==> src/rtl/sram_port_arbiter.sv <==
// sram_port_arbiter: shares one single-port synchronous SRAM between two requesters
module sram_port_arbiter #(
   parameter int DATA_WIDTH = 8,
   parameter int ADDR_WIDTH = 10,
   parameter int PRIO_MODE  = 0,
   parameter int STARVE_MAX = 4
) (
   input  logic                  clk,
   input  logic                  rst_n,
   input  logic                  req0,
   input  logic                  req1,
   input  logic                  we0,
   input  logic                  we1,
   input  logic [ADDR_WIDTH-1:0] addr0,
   input  logic [ADDR_WIDTH-1:0] addr1,
   input  logic [DATA_WIDTH-1:0] wdata0,
   input  logic [DATA_WIDTH-1:0] wdata1,
   output logic                  ack0,
   output logic                  ack1,
   output logic                  rvalid0,
   output logic                  rvalid1,
   output logic [DATA_WIDTH-1:0] rdata0,
   output logic [DATA_WIDTH-1:0] rdata1,
   output logic [ADDR_WIDTH-1:0] ADDR,
   output logic [DATA_WIDTH-1:0] DATA,
   output logic                  cen,
   output logic                  we,
   input  logic [DATA_WIDTH-1:0] Q
);
   localparam int CW = $clog2(STARVE_MAX + 1);
   logic          last;
   logic [CW-1:0] starve;
   logic          win1;
   logic          xfer;
   logic          sel_we;
   logic          s1_v, s1_p, s2_v, s2_p;
   // grant: port 1 wins when alone, or on a tie when it is its turn / it is starving
   always_comb begin
      win1   = (PRIO_MODE != 0) ? (req1 && (!req0 || starve == CW'(STARVE_MAX)))
                                : (req1 && (!req0 || !last));
      ack1   = win1;
      ack0   = req0 && !win1;
      xfer   = req0 || req1;
      sel_we = win1 ? we1 : we0;
   end
   // SRAM command register, round-robin pointer and starvation counter
   always_ff @(posedge clk or negedge rst_n) begin
      if (!rst_n) begin
         ADDR   <= '0;
         DATA   <= '0;
         cen    <= 1'b0;
         we     <= 1'b0;
         last   <= 1'b1;
         starve <= '0;
      end else begin
         cen    <= xfer;
         we     <= xfer && sel_we;
         starve <= (req1 && !win1) ? ((starve == CW'(STARVE_MAX)) ? starve : starve + CW'(1)) : '0;
         if (xfer) begin
            ADDR <= win1 ? addr1 : addr0;
            DATA <= win1 ? wdata1 : wdata0;
            last <= win1;
         end
      end
   end
   // two-stage read tracking matching the SRAM's registered-Q latency
   always_ff @(posedge clk or negedge rst_n) begin
      if (!rst_n) begin
         s1_v    <= 1'b0;
         s1_p    <= 1'b0;
         s2_v    <= 1'b0;
         s2_p    <= 1'b0;
         rvalid0 <= 1'b0;
         rvalid1 <= 1'b0;
         rdata0  <= '0;
         rdata1  <= '0;
      end else begin
         s1_v    <= xfer && !sel_we;
         s1_p    <= win1;
         s2_v    <= s1_v;
         s2_p    <= s1_p;
         rvalid0 <= s2_v && !s2_p;
         rvalid1 <= s2_v && s2_p;
         if (s2_v && !s2_p) rdata0 <= Q;
         if (s2_v && s2_p) rdata1 <= Q;
      end
   end
endmodule

==> config.mk <==
export PLATFORM = sky130hd
export DESIGN_NAME = sram_port_arbiter
export DESIGN_NICKNAME = d
export VERILOG_FILES = /design/src/rtl/sram_port_arbiter.sv
export SDC_FILE = /design/constraint.sdc
export NUM_CORES = 1
export LEC_CHECK = 0
export ABC_AREA = 1
export BUFFER_PORTS_ARGS = -buffer_cell sky130_fd_sc_hd__buf_2
export CORE_MARGIN = 3
export CORE_UTILIZATION = 46
export CTS_CLUSTER_DIAMETER = 200
export DETAILED_ROUTE_END_ITERATION = 8
export GPL_TIMING_DRIVEN = 0
export PLACE_DENSITY = 0.79
export SLEW_MARGIN = 20
export SYNTH_ARGS = -nofsm -noshare
export SYNTH_HDL_FRONTEND = slang
export SYNTH_SLANG_ARGS = --single-unit
==> constraint.sdc <==
create_clock -name clk -period 1.3 [get_ports clk]
set_input_delay 0.13 -clock clk [delete_from_list [all_inputs] [get_ports clk]]
set_output_delay 0.13 -clock clk [all_outputs]
set_load 0.02 [all_outputs]
==> reports/qor.csv <==
stage,metric,value,unit
sta,Final Max Tran Viols,0,
finish,number of filler instances in the final layout,308,
floorplan,Rows,22,
logic_synthesis,distinct cell type count after synthesis,17,
critical_path,startpoint of the worst-slack reg-to-reg timing path,last$_DFFE_PN1P_,
drt,max layer used,met4,
logic_synthesis,average footprint of a synthesized cell,8.49,sq um
clock_tree,count of hold-fix buffers inserted at cts,0,
drt,total length of routed wires,4510,microns
critical_path,Setup CP Type,reg2out,
finish,sequential standard cell area,1080,sq um
critical_path,Worst setup EP type,primary output,
pwr,internal power contribution,2470,uW
pwr,Static Leak,0.00154,uW
logic_synthesis,post-synthesis sequential area ratio,55.9,%
floorplan,height of the die,70.7,microns
critical_path,Critical Path Source Type,flop,
logic_synthesis,Synth Register Bits,43,
critical_path,worst endpoint data arrival time,1.32,ns
grt,number of antenna violations at the first check in global routing,0,
clock_tree,CTS tree,yes,
sta,Slew @ Worst Pin,0.932,ns
finish,fraction of final layout cells sized beyond drive strength 1,38.9,%
sta,sum of negative setup slack,-0.261,ns
place,placement-stage worst setup slack,-0.00613,ns
place,placed wire-length estimate after detailed placement,3220,microns
floorplan,die span in x,70.7,microns
finish,Ant. Diodes,0,
drt,Metal-1 WL,1870,microns
pwr,combinational fraction of design power,26.6,%
critical_path,Setup crit start,last$_DFFE_PN1P_,
place,placer congestion estimate,0.781,
pwr,share of power burned in registers,45.2,%
finish,multi-input logic area,641,sq um
grt,first-pass GRT wire length,7510,microns
grt,vias in the first global route,1688,
sta,worst clock skew,0.00596,ns
logic_synthesis,gate count of the mapped netlist,227,
pwr,Switch Pwr,1140,uW
job,max-cap violation count,0,
clock_tree,sinks on the clock net,43,
grt,Total Routing Usage GR,18.7,%
grt,pin count of the biggest net entering global routing,44,
drt,Pre-Repair DR Iteration Count,5,
logic_synthesis,synth warn,0,
pwr,Total Power,3610,uW
drt,wire length on met2,2160,microns
drt,DR iter-0 viols,103,
place,Buffers on Ports,89,
finish,final core occ,67.6,%
clock_tree,maximum level of the CTS H-tree,2,
sta,Final Hold Vio Count,42,
drt,Met3 Wirelength,399,microns
drt,DRC violations left,0,
clock_tree,clock transition at the register clock pins on the worst setup and hold paths after CTS,0.08,ns
pwr,clock group share of total power,28.2,%
critical_path,data required time at the worst endpoint,1.17,ns
clock_tree,source-to-sink clock delay at the later pin of the worst-skew pair,0.29,ns
grt,residual overflow from global routing,0,
pwr,peak supply drop,0.000614,V
sta,Worst Hold Margin,-0.0295,ns
sta,minimum clock period,1.45,ns
sta,final setup margin,-0.152,ns
outcome,violated checks,"hold timing, setup timing",
finish,Post-layout nets,378,
floorplan,Top-Level Pins,90,
drt,remaining antenna violation count,0,
pwr,Pwr Density,1390,nW/um^2
drt,total number of vias,1764,
sta,unrepaired setup endpoints after global routing,yes,
outcome,outcome,"finished, violations left",
sta,share of the cycle needed by the critical path after routing,112,%
sta,Max Clock Freq,0.689,GHz
min_path,Worst Hold Class,in2async,
logic_synthesis,net count after synthesis,277,
logic_synthesis,Post-Synthesis Cell Area,1930,sq um
sta,endpoints failing setup,2,
critical_path,crit-path max FO,3,
pwr,switching share of power,31.5,%
clock_tree,master cell of the clock root buffer,clkbuf_8,
floorplan,Placeable Area,3850,sq um
finish,area added between synthesis and finish,35.2,%
clock_tree,maximum buffer depth of the clock tree,2,
drt,per-cell via count in the routed design,4.68,
floorplan,starting density of the core,50.0,%
sta,Rel. slew slack,37.9,%
floorplan,die outline area,5000,sq um
drt,post-detailed-route wirelength per cell,11.9,microns
clock_tree,number of buffers created by CTS,5,
==> cells by family (layout without fill, tap and decap cells) <==
logic type,count (synthesis),in the layout,synth area share [%]
AOI/OAI and AO/OA,16,16,5.71
buffers and inverters,46,148,11.4
DFF,43,43,55.9
and+or+nand+nor,122,122,27.0
==> stage by stage <==
step	instance area, sq um	instances
after floorplan	1930	227
after global placement	2430	364
after detailed placement	2430	364
after CTS	2580	374
after global routing	2610	377
final	2610	377
==> registers in the layout, summed over array words and instances (netlist names), 8 cells and up <==
signal	count
rdata0	8
DATA	8
ADDR	10
rdata1	8
==> what timing repair did <==
action                                  in CTS  in global routing
endpoints found under the setup margin       2                  2
gates resized for setup                      6                  2
buffers inserted                             2                  3
pin swaps                                    1                  1
==> cells in the mapped netlist (all sizes together) <==
cell type,instances,area share (%)
nand2,79,16
dfrtp,42,55
nand3,38,9.9
inv,34,6.8
o21ai,16,5.7
buf,12,4.6
nor2,4,1.2
dfstp,1,1.4
or2,1,0.32
==> path summary, 6_finish.rpt <==
| path | slack (ns) | cells after the start | endpoint |
|---|---|---|---|
| setup / recovery | -0.15 | 6 | ack0 |
| hold / removal | -0.03 | 1 | rdata0[1]$_DFFE_PN0P_ |
| setup reg to reg | 0.05 | 7 | DATA[4]$_DFFE_PN0P_ |
| hold reg to reg | 0.37 | 0 | s2_v$_DFF_PN0_ |
| max in group asynchronous | 0.75 | 1 | ADDR[1]$_DFFE_PN0P_ |
| min in group clk | 0.06 | 3 | DATA[6]$_DFFE_PN0P_ |
==> area by class of cell <==
type | instances | share of cell area (%)
clock buffer | 7 | 2.93
tap | 48 | 2.31
sequential | 43 | 41.4
timing repair buffer | 94 | 18.8
inverter | 34 | 5.09
multi-input combinational | 138 | 24.6
buffer | 12 | 3.79
clock inverter | 1 | 1.15
==> critical path, stage by stage, from the launching register on <==
cell	delay (ns)
dfstp_2	0.55
nand2_2	0.07
nand2_2	0.08
buf_6	0.10
inv_4	0.04
nor2_4	0.07
buf_6	0.12
==> power groups by stage <==
stage / clock [uW] / combinational, uW / sequential (uW)
2_1_floorplan: 0 / 336 / 1890
3_3_place_gp: 0 / 926 / 1650
3_5_place_dp: 0 / 945 / 1650
4_1_cts: 1040 / 960 / 1630
5_1_grt: 1090 / 1060 / 1660
6_report: 1020 / 959 / 1630
==> cells in the final DEF (no fill, tap or decap), types with 2 or more instances in the layout <==
master    netlist  final
buf_6           1      4
nand3_1        38     38
dfrtp_1        42     42
o21ai_0         8      8
nand2_1        77     76
buf_4           3      7
buf_2           7     94
o21ai_2         8      8
nand2_2         2      3
clkbuf_1        0      2
clkbuf_8        0      5
inv_4           1      2
nor2_1          3      2
nor2_4          1      2
inv_1          32     32
==> layer usage <==
metal  GRT usage, %  up-vias
met5              0        -
met4           7.52        0
met3           4.83        7
met2           30.7       74
met1           23.7      785
li1               -      898
No activity file was read; power rests on OpenSTA's default activity.
